**src/rtl/io_map_pkg.sv**
```systemverilog
// Shared CPU I/O address map: I/O select bit and word indices used by the input and output port blocks.
package io_map_pkg;

    localparam int IO_SEL_BIT = 7;

    typedef logic [4:0] io_idx_t;

    localparam io_idx_t IDX_PORT0  = 5'd0;
    localparam io_idx_t IDX_PORT1  = 5'd1;
    localparam io_idx_t IDX_STATUS = 5'd2;

endpackage

```
**src/rtl/io_in_debounce.sv**
```systemverilog
// One input port: two-flop synchronizer, optional stability counter (IO_INPUT_DEBOUNCE_EN),
// debounced register and a one-cycle pulse flagging the edge at which deb takes a new value.
module io_in_debounce #(
    parameter int DEBOUNCE_CYCLES = 16
) (
    input  logic        clock,
    input  logic        resetn,
    input  logic [31:0] din,
    output logic [31:0] deb,
    output logic        chg_set
);

    logic [31:0] s1;
    logic [31:0] s2;

`ifdef IO_INPUT_DEBOUNCE_EN
    localparam logic [7:0] CNT_LAST = 8'(DEBOUNCE_CYCLES - 1);

    logic [31:0] s2_d;
    logic [7:0]  cnt;
    logic        differs;
    logic        stable;

    always_comb begin
        differs = (s2 != deb);
        stable  = (s2 == s2_d);
        chg_set = differs && stable && (cnt == CNT_LAST);
    end

    // Any wobble of s2, or s2 falling back to deb, restarts the stability count.
    always_ff @(posedge clock) begin
        if (!resetn) begin
            s1   <= '0;
            s2   <= '0;
            s2_d <= '0;
            deb  <= '0;
            cnt  <= '0;
        end else begin
            // NOTE: non-blocking assignments so s1->s2->s2_d shift as a true pipeline in one edge.
            s1   <= din;
            s2   <= s1;
            s2_d <= s2;
            if (!differs || !stable) begin
                cnt <= '0;
            end else if (cnt == CNT_LAST) begin
                deb <= s2;
                cnt <= '0;
            end else begin
                cnt <= cnt + 8'd1;
            end
        end
    end
`else
    localparam int unused_debounce_cycles = DEBOUNCE_CYCLES;

    always_comb chg_set = (s2 != deb);

    always_ff @(posedge clock) begin
        if (!resetn) begin
            s1  <= '0;
            s2  <= '0;
            deb <= '0;
        end else begin
            s1  <= din;
            s2  <= s1;
            deb <= s2;
        end
    end
`endif

endmodule

```
**src/rtl/io_input_port.sv**
```systemverilog
// CPU-readable input port block: two debounced ports plus sticky change flags with read-to-clear.
// Debounce counters are built only when IO_INPUT_DEBOUNCE_EN is defined.
module io_input_port
    import io_map_pkg::*;
#(
    parameter int DEBOUNCE_CYCLES = 16
) (
    input  logic        clock,
    input  logic        resetn,
    input  logic [31:0] addr,
    input  logic        re,
    input  logic [31:0] in_port0,
    input  logic [31:0] in_port1,
    output logic [31:0] io_read_data
);

    logic [31:0] deb0;
    logic [31:0] deb1;
    logic        set0;
    logic        set1;
    logic [1:0]  chg;
    logic        io_sel;
    io_idx_t     idx;
    logic        status_clr;
    logic        unused_addr_bits;

    io_in_debounce #(.DEBOUNCE_CYCLES(DEBOUNCE_CYCLES)) u_port0 (
        .clock   (clock),
        .resetn  (resetn),
        .din     (in_port0),
        .deb     (deb0),
        .chg_set (set0)
    );

    io_in_debounce #(.DEBOUNCE_CYCLES(DEBOUNCE_CYCLES)) u_port1 (
        .clock   (clock),
        .resetn  (resetn),
        .din     (in_port1),
        .deb     (deb1),
        .chg_set (set1)
    );

    assign io_sel           = addr[IO_SEL_BIT];
    assign idx              = addr[6:2];
    assign unused_addr_bits = ^{addr[31:8], addr[1:0]};
    assign status_clr       = re && io_sel && (idx == IDX_STATUS);

    // A change arriving on the same edge as a status read wins, so no event is lost.
    always_ff @(posedge clock) begin
        if (!resetn) begin
            chg <= '0;
        end else begin
            if (set0)            chg[0] <= 1'b1;
            else if (status_clr) chg[0] <= 1'b0;
            if (set1)            chg[1] <= 1'b1;
            else if (status_clr) chg[1] <= 1'b0;
        end
    end

    always_comb begin
        // NOTE: default assignment first keeps this block free of inferred latches.
        io_read_data = '0;
        if (io_sel) begin
            case (idx)
                IDX_PORT0:  io_read_data = deb0;
                IDX_PORT1:  io_read_data = deb1;
                IDX_STATUS: io_read_data = {30'b0, chg[1], chg[0]};
                default:    io_read_data = '0;
            endcase
        end
    end

endmodule

```
**config.mk**
```make
export PLATFORM = sky130hd
export DESIGN_NAME = io_input_port
export DESIGN_NICKNAME = d
export VERILOG_FILES = /design/src/rtl/io_map_pkg.sv /design/src/rtl/io_in_debounce.sv /design/src/rtl/io_input_port.sv
export SDC_FILE = /design/constraint.sdc
export NUM_CORES = 1
export LEC_CHECK = 0
export ABC_AREA = 1
export ABC_CLOCK_PERIOD_IN_PS = 1100
export BUFFER_PORTS_ARGS = -buffer_cell sky130_fd_sc_hd__buf_2
export CORE_MARGIN = 3
export CORE_UTILIZATION = 55
export DETAILED_ROUTE_END_ITERATION = 8
export PLACE_DENSITY = 0.79
export SYNTH_ARGS = -nofsm -noshare
export SYNTH_HDL_FRONTEND = slang
export SYNTH_SLANG_ARGS = --single-unit
```
**constraint.sdc**
```tcl
create_clock -name clock -period 1.1 [get_ports clock]
set_input_delay 0.055 -clock clock [delete_from_list [all_inputs] [get_ports clock]]
set_output_delay 0.055 -clock clock [all_outputs]
set_load 0.02 [all_outputs]
```
# Yosys cells after proc, flatten, opt, wreduce, memory -nomap -nowiden
# Index checks and enable logic that the tools add are counted.
# classes
n_eq_ne	4
muxes	5
n_reduce_logical	5
# ops
cell	n
$pmux W32 S3	1
$ne A32 B32 Y1	2
$mux W32	1
$eq A5 B1 Y1 const B	1
$eq A5 B2 Y1 const B	1
$logic_not A5 Y1	1
$reduce_bool A2 Y1	2
$mux W1	3
$logic_and A1 B1 Y1	2
# totals
output_inout_bits	32
wordCells	22
reg_bits	194
in_bits	99

# Longest topological paths before layout
# Gate-level depths: netlist of the first run.
# logic_depth
word_depth	4
mapped_depth	9
mapped_depth_nobuf	9

# Hierarchy
# A second synthesis of the first run with hierarchy kept.
# unflattened
hier_cells	914
hier_area_um2	7348.3
# by_module_without_submodules
mod	area_per_inst_um2	seq_area_each_um2	n_inst	cells_each
io_in_debounce	3188.1	1921.8	2	386
io_input_port	972.2	40.0	1	142

# Worst setup path before layout of the first run
# Ideal clock, no wire load.
# synth_path
path_kind	input to output
startpoint	input port addr[3]
endpoint	output port io_read_data[10]
path_stages	4
t_arrival_ns	0.973
required_time_ns	1.045
n_path_buf	1
setup_slack_ns	0.072
cell_sequence	nor2_2 buf_1 nand4_1 a21oi_1
# synth_via
elab_chain_cells	3
word_cells_on_any_way	5
classes_between	eq/ne: 2; mux: 2; reduce/logical: 1
# synth_lines
item	line_no	source
start, declared	io_input_port.sv:10	input logic [31:0] addr,
$eq A5 B2 Y1 (tied with other cells)	io_input_port.sv:64	case (idx)
$pmux W32 S3 (*)	io_input_port.sv:64	
$mux W32 (*)	io_input_port.sv:63	if (io_sel) begin
end, declared	io_input_port.sv:14	output logic [31:0] io_read_data
# Every way passes the cells marked *; elsewhere a longest branch is shown, timed or not.

# Worst setup path in the final report of the first run
# layout_path
startpoint	register u_port0.deb[29]
endpoint	output port io_read_data[29]
# layout_via
elab_chain_cells	2
# layout_lines
item	line_no	source
start, declared	io_in_debounce.sv:9	output logic [31:0] deb,
start signal, assigned	io_in_debounce.sv:62	deb <= '0;
start signal, assigned	io_in_debounce.sv:66	deb <= s2;
$pmux W32 S3	io_input_port.sv:64	
$mux W32	io_input_port.sv:63	
# No other way between the ends.

==> impl_results.md, run 1 <==
- Initial antenna violation count: 0
- Syn Inst Count: 984
- Hpwl dp: 10,500 um
- Worst Hold Class: primary input to register
- Sw Share: 0.241
- Largest net degree at the start of global routing: 44
- Post-Place Cells: roughly 1,300
- Failing checks: setup timing
- Final ANT Viol Nets: 0
- Clock skew: approximately 0.0083 ns
- Die height: 121 um
- Crit-path cells: inv_2 -> buf_6 -> o22ai_4 -> inv_2 -> nor2_1 -> buf_4
- Via-to-Cell Ratio: 4.65
- Top-area cell type share of the netlist area: 0.535
- Syn Area/Cell: 7.38 sq um
- H-tree depth: 4
- Synthesized flop and latch total: between 150 and 200
- Max Cap Viol: 0
- Final setup fails: 34
- Setup crit end kind: primary output
- Core Box Area: 12,800 sq um
- IO buf count: 104
- Slowest CP cell: dfxtp_2
- Cell Rows: 41
- Share of cells above drive strength 1: 0.249
- Nets@finish: 1,305
- Final WS setup: -0.313 ns
- RD Place Congestion: 0.864
- Io pins: 131
- Worst Max-Slew Pin Slew: 0.328 ns
- Sequential element share of the synthesized area: 0.535
- Total gr overflow: 0
- Vias in the first global route: between 6,000 and 7,000
- Final Instance Count excl. Fillers: between 1,000 and 1,500
- Internal: 0.0111 W
- Synth area leaders: dfxtp_1 (53%), nand2_1 (16%), inv_1 (14%)
- Delay-heaviest family, CP: buffers and inverters
- Worst Setup Start Kind: register
- Fmax: 708 MHz
- Hold Fails Final Rpt: 0
- Initial DRC count: around 430
- Netlist Area Pre-Place: 7260 sq um
- Max-slew violation count: 0
- Clk root buf: clkbuf_16
- Drt first pass iters: 5
- RSZ-0062 raised after global routing: yes
- CTS clk-pin slew, worst paths: about 0.070 ns
- Critical path fanouts, max: 2
- CP bufs+invs: 4
- Design Area, Final: 10,100 sq um
- # DRC: 0
- Clock share of power: 0.399
- Vias: 6,462
- R2r setup slk: -0.18 ns
- Die W: 121 um
- Status: finished with violations
- Ant. Diodes: 0
- Total Wirelength: 18,200 um
- Core Util, Final: 0.792
- Worst endpoint required time: 1.04 ns
- CTS buffer count: 17
- Biggest area consumer among synthesized cells: dfxtp_1
- Combinational share of power: 0.089
- Worst skew pair latency: 0.43 ns
- CTS tree: done
- Placed inst area: 8240 sq um
- Max_slew headroom: 0.779
- Effective utilization at floorplan: 0.569
- Cell variety after synth: 22
- Leakage: 5.84 nW
- NetSw: between 0.003 and 0.004 W
- Crit share post-route: 1.28
- Synthesized net count: between 1,000 and 1,500
- CP peak stage delay: 0.34 ns
- Max clock buf depth: 2
- Tot GR Track Use: 0.241
- First-pass GRT wire length: approximately 28,000 um
- Crit path top cell by count: inv_2
- PD cells: 1450 nW/um^2
- Worst vdd ir: around 1.2 mV
- WL per Instance: 13.1 um
- CTS Sinks: 194
- Area grow syn2layout: 39.3%
- Kind of critical path: register to primary output
- Worst Path Arrival: 1.36 ns
- Die footprint: about 15,000 sq um
- Flop pwr share: 0.512
- Yosys warns: 0
- Clock period minus worst slack: approximately 1.4 ns
[worst register-to-register path, delay by kind of cell, from the launching register on]
family / cells / cell delay (ns)
simple gates: 8 / 0.75
buf+inv: 1 / 0.06
flops: 1 / 0.37
[state kept, by name, indices dropped and copies added, names as in the netlist]
register	flops
u_port0.deb	32
u_port1.s2	32
u_port0.s1	32
u_port1.s1	32
u_port1.deb	32
u_port0.s2	32
chg	2
[timing repair]
action                                 CTS  global route
setup endpoints to repair               34            34
resized for setup                      105            58
buffers inserted                        16             4
pin swaps                               43            27
endpoints found under the hold margin   72             0
hold buffers                            77             0
[layout by cell type (no fill, tap or decap), drive strengths merged]
master	n
dfxtp	194
o221ai	2
buf	161
dlygate4sd3	77
nand4	20
nand3	24
bufinv	1
inv	277
o22ai	10
a21oi	20
clkinvlp	2
o21ai	4
xor2	30
nor2	60
nand2	312
clkbuf	17
clkinv	8
[power by group through the flow]
stage          sequential, W  combinational (W)  clock, W
3_3_place_gp         0.00761           0.000928         0
5_1_grt              0.00750            0.00145   0.00623
4_1_cts              0.00747            0.00122   0.00588
3_5_place_dp         0.00762           0.000952         0
6_report             0.00748            0.00130   0.00584
2_1_floorplan        0.00757           0.000593         0
[final timing paths]
check,from,to,cells after the start
min reg2reg,u_port0.s1[22],u_port0.s2[22],2
max reg2reg,u_port0.s2[29],chg[0],9
min,resetn,u_port0.deb[30],4
max,u_port0.deb[29],io_read_data[29],6
[final cells by class]
class                      count  area, sq um
clock buffer                  17          425
clock inverter                15          131
fill                         749         2660
inverter                     273         1020
multi-input combinational    482         2320
sequential                   194         3940
tap                          172          215
timing repair buffer         238         2050
[logic make-up (layout without fill, tap and decap cells)]
logic type / after synthesis / in the layout / share of synthesized area
compound gates: 36 / 36 / 0.0362
xor+xnor: 30 / 30 / 0.0362
buf+inv: 308 / 543 / 0.164
flops: 194 / 194 / 0.535
simple gates: 416 / 416 / 0.229
[cell usage after synthesis (all sizes together)]
master,count
nor2,60
o21ai,4
xor2,30
inv,272
a21oi,20
clkinv,1
dfxtp,194
nand2,312
nand4,20
nand3,24
o221ai,2
o22ai,10
buf,25
clkbuf,10
[stage by stage]
stage	setup TNS (ns)	setup slack, ns	hold slack (ns)	total power, W
final	-7.98	-0.313	0.100	0.0146
after global routing	-10.42	-0.383	0.108	0.0152
after CTS	-8.71	-0.346	0.0834	0.0146
after detailed placement	-4.85	-0.204	0.240	0.00857
after global placement	-3.55	-0.154	0.235	0.00854
after floorplan	0	0.0718	0.153	0.00817
[per-layer routing]
| metal | part of all wire | track usage | up-vias |
|---|---|---|---|
| met3 | 0.077 | 0.0788 | 55 |
| met1 | 0.39 | 0.272 | 2928 |
| met2 | 0.50 | 0.420 | 244 |
| li1 | - | - | 3235 |
| met5 | 0 | 0 | - |
| met4 | 0.029 | 0.0942 | 0 |
No activity file was read; power rests on OpenSTA's default activity.
==> run 2: changes to the inputs <==
Settings changed: MAX_ROUTING_LAYER set to met4, SYNTH_HIERARCHICAL set to 1.
==> run 2 against run 1 <==
Effect of this change:
- the flow still finishes with violations (setup timing)
- final cell count shrank 3.0%
- total power grew 3.7%
- worst hold slack is essentially flat
- maximum frequency grew 1.9%
- sequential share of layout area shrank 1.2 points
- combinational power grew 13%
- largest cell class unchanged
- highest routed layer unchanged
==> impl_results.md, run 2 <==
- Final Instance Count excl. Fillers: 1,349 (was 1,391)
- Cell Rows: 41 (unchanged)
- CTS clk-pin slew, worst paths: 0.07 ns (about the same)
- Worst Path Arrival: 1.33 ns (was 1.36 ns)
- Syn Inst Count: 914 (was 984)
- Crit-path cells: buf_4 -> nand4_1 -> a21boi_1 -> buf_4 (was inv_2 -> buf_6 -> o22ai_4 -> inv_2 -> nor2_1 -> buf_4)
- Top-count cell post-synth: nand2_1 (unchanged)
- Worst Hold Class: primary input to register (unchanged)
- IO buf count: 104 (unchanged)
- PD cells: 1450 nW/um^2 (about the same)
- Post-Place Cells: 1,199 (was 1,262)
- Top-area cell type share of the netlist area: 0.529 (was 0.535)
- Most frequent cells in the layout: nand2_1 (271), inv_1 (218), dfxtp_1 (138), buf_4 (83), buf_2 (71) (was nand2_1 (308), inv_1 (252), dfxtp_1 (148), dlygate4sd3_1 (77), buf_2 (71))
- Hpwl dp: 9930 um (was 10,500 um)
- Clock skew: 0.00677 ns (was 0.00826 ns)
- Commonest non-fill, non-tap cell in the layout: nand2_1 (unchanged)
- Final setup fails: 34 (unchanged)
- Failing checks: setup timing (unchanged)
- Drt first pass iters: 5 (unchanged)
- Effective utilization at floorplan: 0.573 (was 0.569)
- Synthesized net count: 1,013 (was 1,083)
- Clock period minus worst slack: 1.39 ns (was 1.41 ns)
- Via-to-Cell Ratio: 4.69 (was 4.65)
- Io pins: 131 (unchanged)
- Initial DRC count: 522 (was 432)
- Max Cap Viol: 0 (unchanged)
- Initial antenna violation count: 0 (unchanged)
- RD Place Congestion: 0.855 (was 0.864)
- Largest net degree at the start of global routing: 45 (was 44)
- Die footprint: 14,800 sq um (was 14,600 sq um)
- Crit path top cell by count: buf_4 (was inv_2)
- WL met1: 7070 um (was 7120 um)
- Biggest area consumer among synthesized cells: dfxtp_1 (unchanged)
- Fillers: 740 (was 749)
- Most used flip-flop cell after synthesis: dfxtp_1 (unchanged)
- Tot GR Track Use: 0.246 (was 0.241)
- Netlist Area Pre-Place: 7350 sq um (was 7260 sq um)
- Yosys warns: 6 (was 0)
- Worst endpoint required time: 1.04 ns (about the same)
- CP bufs+invs: 2 (was 4)
- Slowest CP cell: dfxtp_2 (unchanged)
- Worst skew pair latency: 0.44 ns (was 0.43 ns)
- FF/Latch Area: 3950 sq um (was 3940 sq um)
- Total Wirelength: 18,500 um (was 18,200 um)
- Leakage: 5.88 nW (was 5.84 nW)
- Fmax: 721 MHz (was 708 MHz)
- Met3 routed WL: 1100 um (was 1400 um)
- Max_slew headroom: 0.380 (was 0.779)
- Setup crit end kind: primary output (unchanged)
- Share of cells above drive strength 1: 0.297 (was 0.249)
- # DRC: 0 (unchanged)
- EDFF count, synth: 0 (unchanged)
- Final ANT Viol Nets: 0 (unchanged)
- Nets@finish: 1,264 (was 1,305)
- TNS Setup: -7.68 ns (was -7.98 ns)
- Max clock buf depth: 2 (unchanged)
- Synthesized flop and latch total: 194 (unchanged)
- Max Used Layer: met4 (unchanged)
- Core Box Area: 12,800 sq um (about the same)
- Total gr overflow: 0 (unchanged)
- WL per Instance: 13.7 um (was 13.1 um)
- Cell variety after synth: 17 (was 22)
- Crit share post-route: 1.26 (was 1.28)
- Die W: 122 um (was 121 um)
- Final WS setup: -0.287 ns (was -0.313 ns)
- Critical path fanouts, max: 2 (unchanged)
- CP peak stage delay: 0.33 ns (was 0.34 ns)
- Ant. Diodes: 0 (unchanged)
- Sequential element share of the synthesized area: 0.529 (was 0.535)
- Async S/R FF share, synth: 0 (unchanged)
- Status: finished with violations (unchanged)
- Metal2 WL: 9850 um (was 9180 um)
- Synth top cells by count: nand2_1 (275), inv_1 (223), dfxtp_1 (194), nand4_1 (67), xnor2_1 (52) (was nand2_1 (311), inv_1 (271), dfxtp_1 (194), nor2_1 (57), xor2_1 (30))
- CTS Sinks: 194 (unchanged)
- Worst Max-Slew Pin Slew: 0.929 ns (was 0.328 ns)
- Design Area, Final: 10,500 sq um (was 10,100 sq um)
- Clk root buf: clkbuf_16 (unchanged)
- Vias: 6,333 (was 6,462)
- Delay-heaviest family, CP: flip-flops (was buffers and inverters)
- Synth area leaders: dfxtp_1 (53%), nand2_1 (14%), inv_1 (11%) (was dfxtp_1 (53%), nand2_1 (16%), inv_1 (14%))
- First-pass GRT wire length: 27,500 um (was 27,600 um)
- Area grow syn2layout: 42.6% (was 39.3%)
- CTS buffer count: 17 (unchanged)
- CTS tree: done (unchanged)
- RSZ-0062 raised after global routing: yes (unchanged)
- Max-slew violation count: 0 (unchanged)
- Vias in the first global route: 6,124 (was 6,146)
- Worst vdd ir: 1.37 mV (was 1.23 mV)
- Die height: 122 um (was 121 um)
- Placed inst area: 8250 sq um (was 8240 sq um)
- Kind of critical path: register to primary output (unchanged)
- Hold Fails Final Rpt: 0 (unchanged)
- H-tree depth: 4 (unchanged)
- Multi-input logic area: 2520 sq um (was 2320 sq um)
- Syn Area/Cell: 8.04 sq um (was 7.38 sq um)
- Worst Setup Start Kind: register (unchanged)
-- run 2: changes by cell type in the layout (fill, tap and decap cells not counted), moves of 14 or more --
cell	previous run	this run
a21boi_2	0	15
xnor2_1	0	30
a21oi_2	17	0
xnor2_2	0	22
nand4_1	20	67
nand2_1	308	271
inv_1	252	218
a21boi_1	0	15
inv_2	20	6
buf_4	47	83
nor2_1	53	14
nand3_1	18	1
xor2_1	30	0
-- run 2: path summary, 6_finish.rpt --
kind	from	endpoint	slack [ns]	cells after the start
hold / removal	resetn	u_port1/s1[16]	0.10	4
hold reg to reg	u_port0/s1[5]	u_port0/s2[5]	0.41	2
setup reg to reg	u_port0/deb[27]	chg[0]	-0.24	11
setup / recovery	u_port0/deb[28]	io_read_data[28]	-0.29	4
-- run 2: area by class of cell --
type | count | area share
tap | 172 | 0.0205
sequential | 194 | 0.377
timing repair buffer | 277 | 0.225
inverter | 224 | 0.0802
multi-input combinational | 451 | 0.241
clock inverter | 14 | 0.0158
clock buffer | 17 | 0.0406
-- run 2: worst min-delay path, cell delays in order --
cell,delay (ns)
buf_6,0.15
buf_12,0.19
nand2_1,0.06
inv_1,0.03
-- run 2: what timing repair did --
action,CTS,global route
buffers inserted,43,6
gates resized for setup,137,48
pin swaps,71,44
endpoints found under the hold margin,88,0
endpoints found under the setup margin,34,56
hold buffers,71,0
-- run 2: cell families (layout without fill, tap and decap cells) --
logic type | count (synthesis) | in the layout | share of synthesized area
AO/OA/AOI/OAI | 32 | 32 | 0.0320
XOR/XNOR | 52 | 52 | 0.0620
buffers and inverters | 269 | 532 | 0.163
flip-flops | 194 | 194 | 0.529
AND/OR/NAND/NOR | 367 | 367 | 0.214
-- run 2: per-stage QoR --
step | power [W] | util | hold slack, ns | setup WS [ns]
2_1_floorplan | 0.00830 | - | 0.153 | 0.135
3_3_place_gp | 0.00863 | 0.643 | 0.235 | -0.0548
3_5_place_dp | 0.00866 | 0.643 | 0.239 | -0.0653
4_1_cts | 0.0150 | 0.798 | 0.0881 | -0.269
5_1_grt | 0.0157 | 0.817 | 0.103 | -0.340
6_report | 0.0152 | 0.817 | 0.100 | -0.287
-- run 2: layer usage --
metal | up-vias | GRT usage
met5 | - | -
met2 | 219 | 0.439
met3 | 43 | 0.0543
met1 | 2899 | 0.264
li1 | 3172 | -
met4 | 0 | 0.106
-- run 2: power breakdown --
| part | internal [W] | switching [W] | total, W | leakage, nW |
|---|---|---|---|---|
| clock network | 0.00355 | 0.00266 | 0.00621 | 0.277 |
| logic | 0.000764 | 0.000707 | 0.00147 | 3.98 |
| registers | 0.00732 | 0.000163 | 0.00749 | 1.62 |
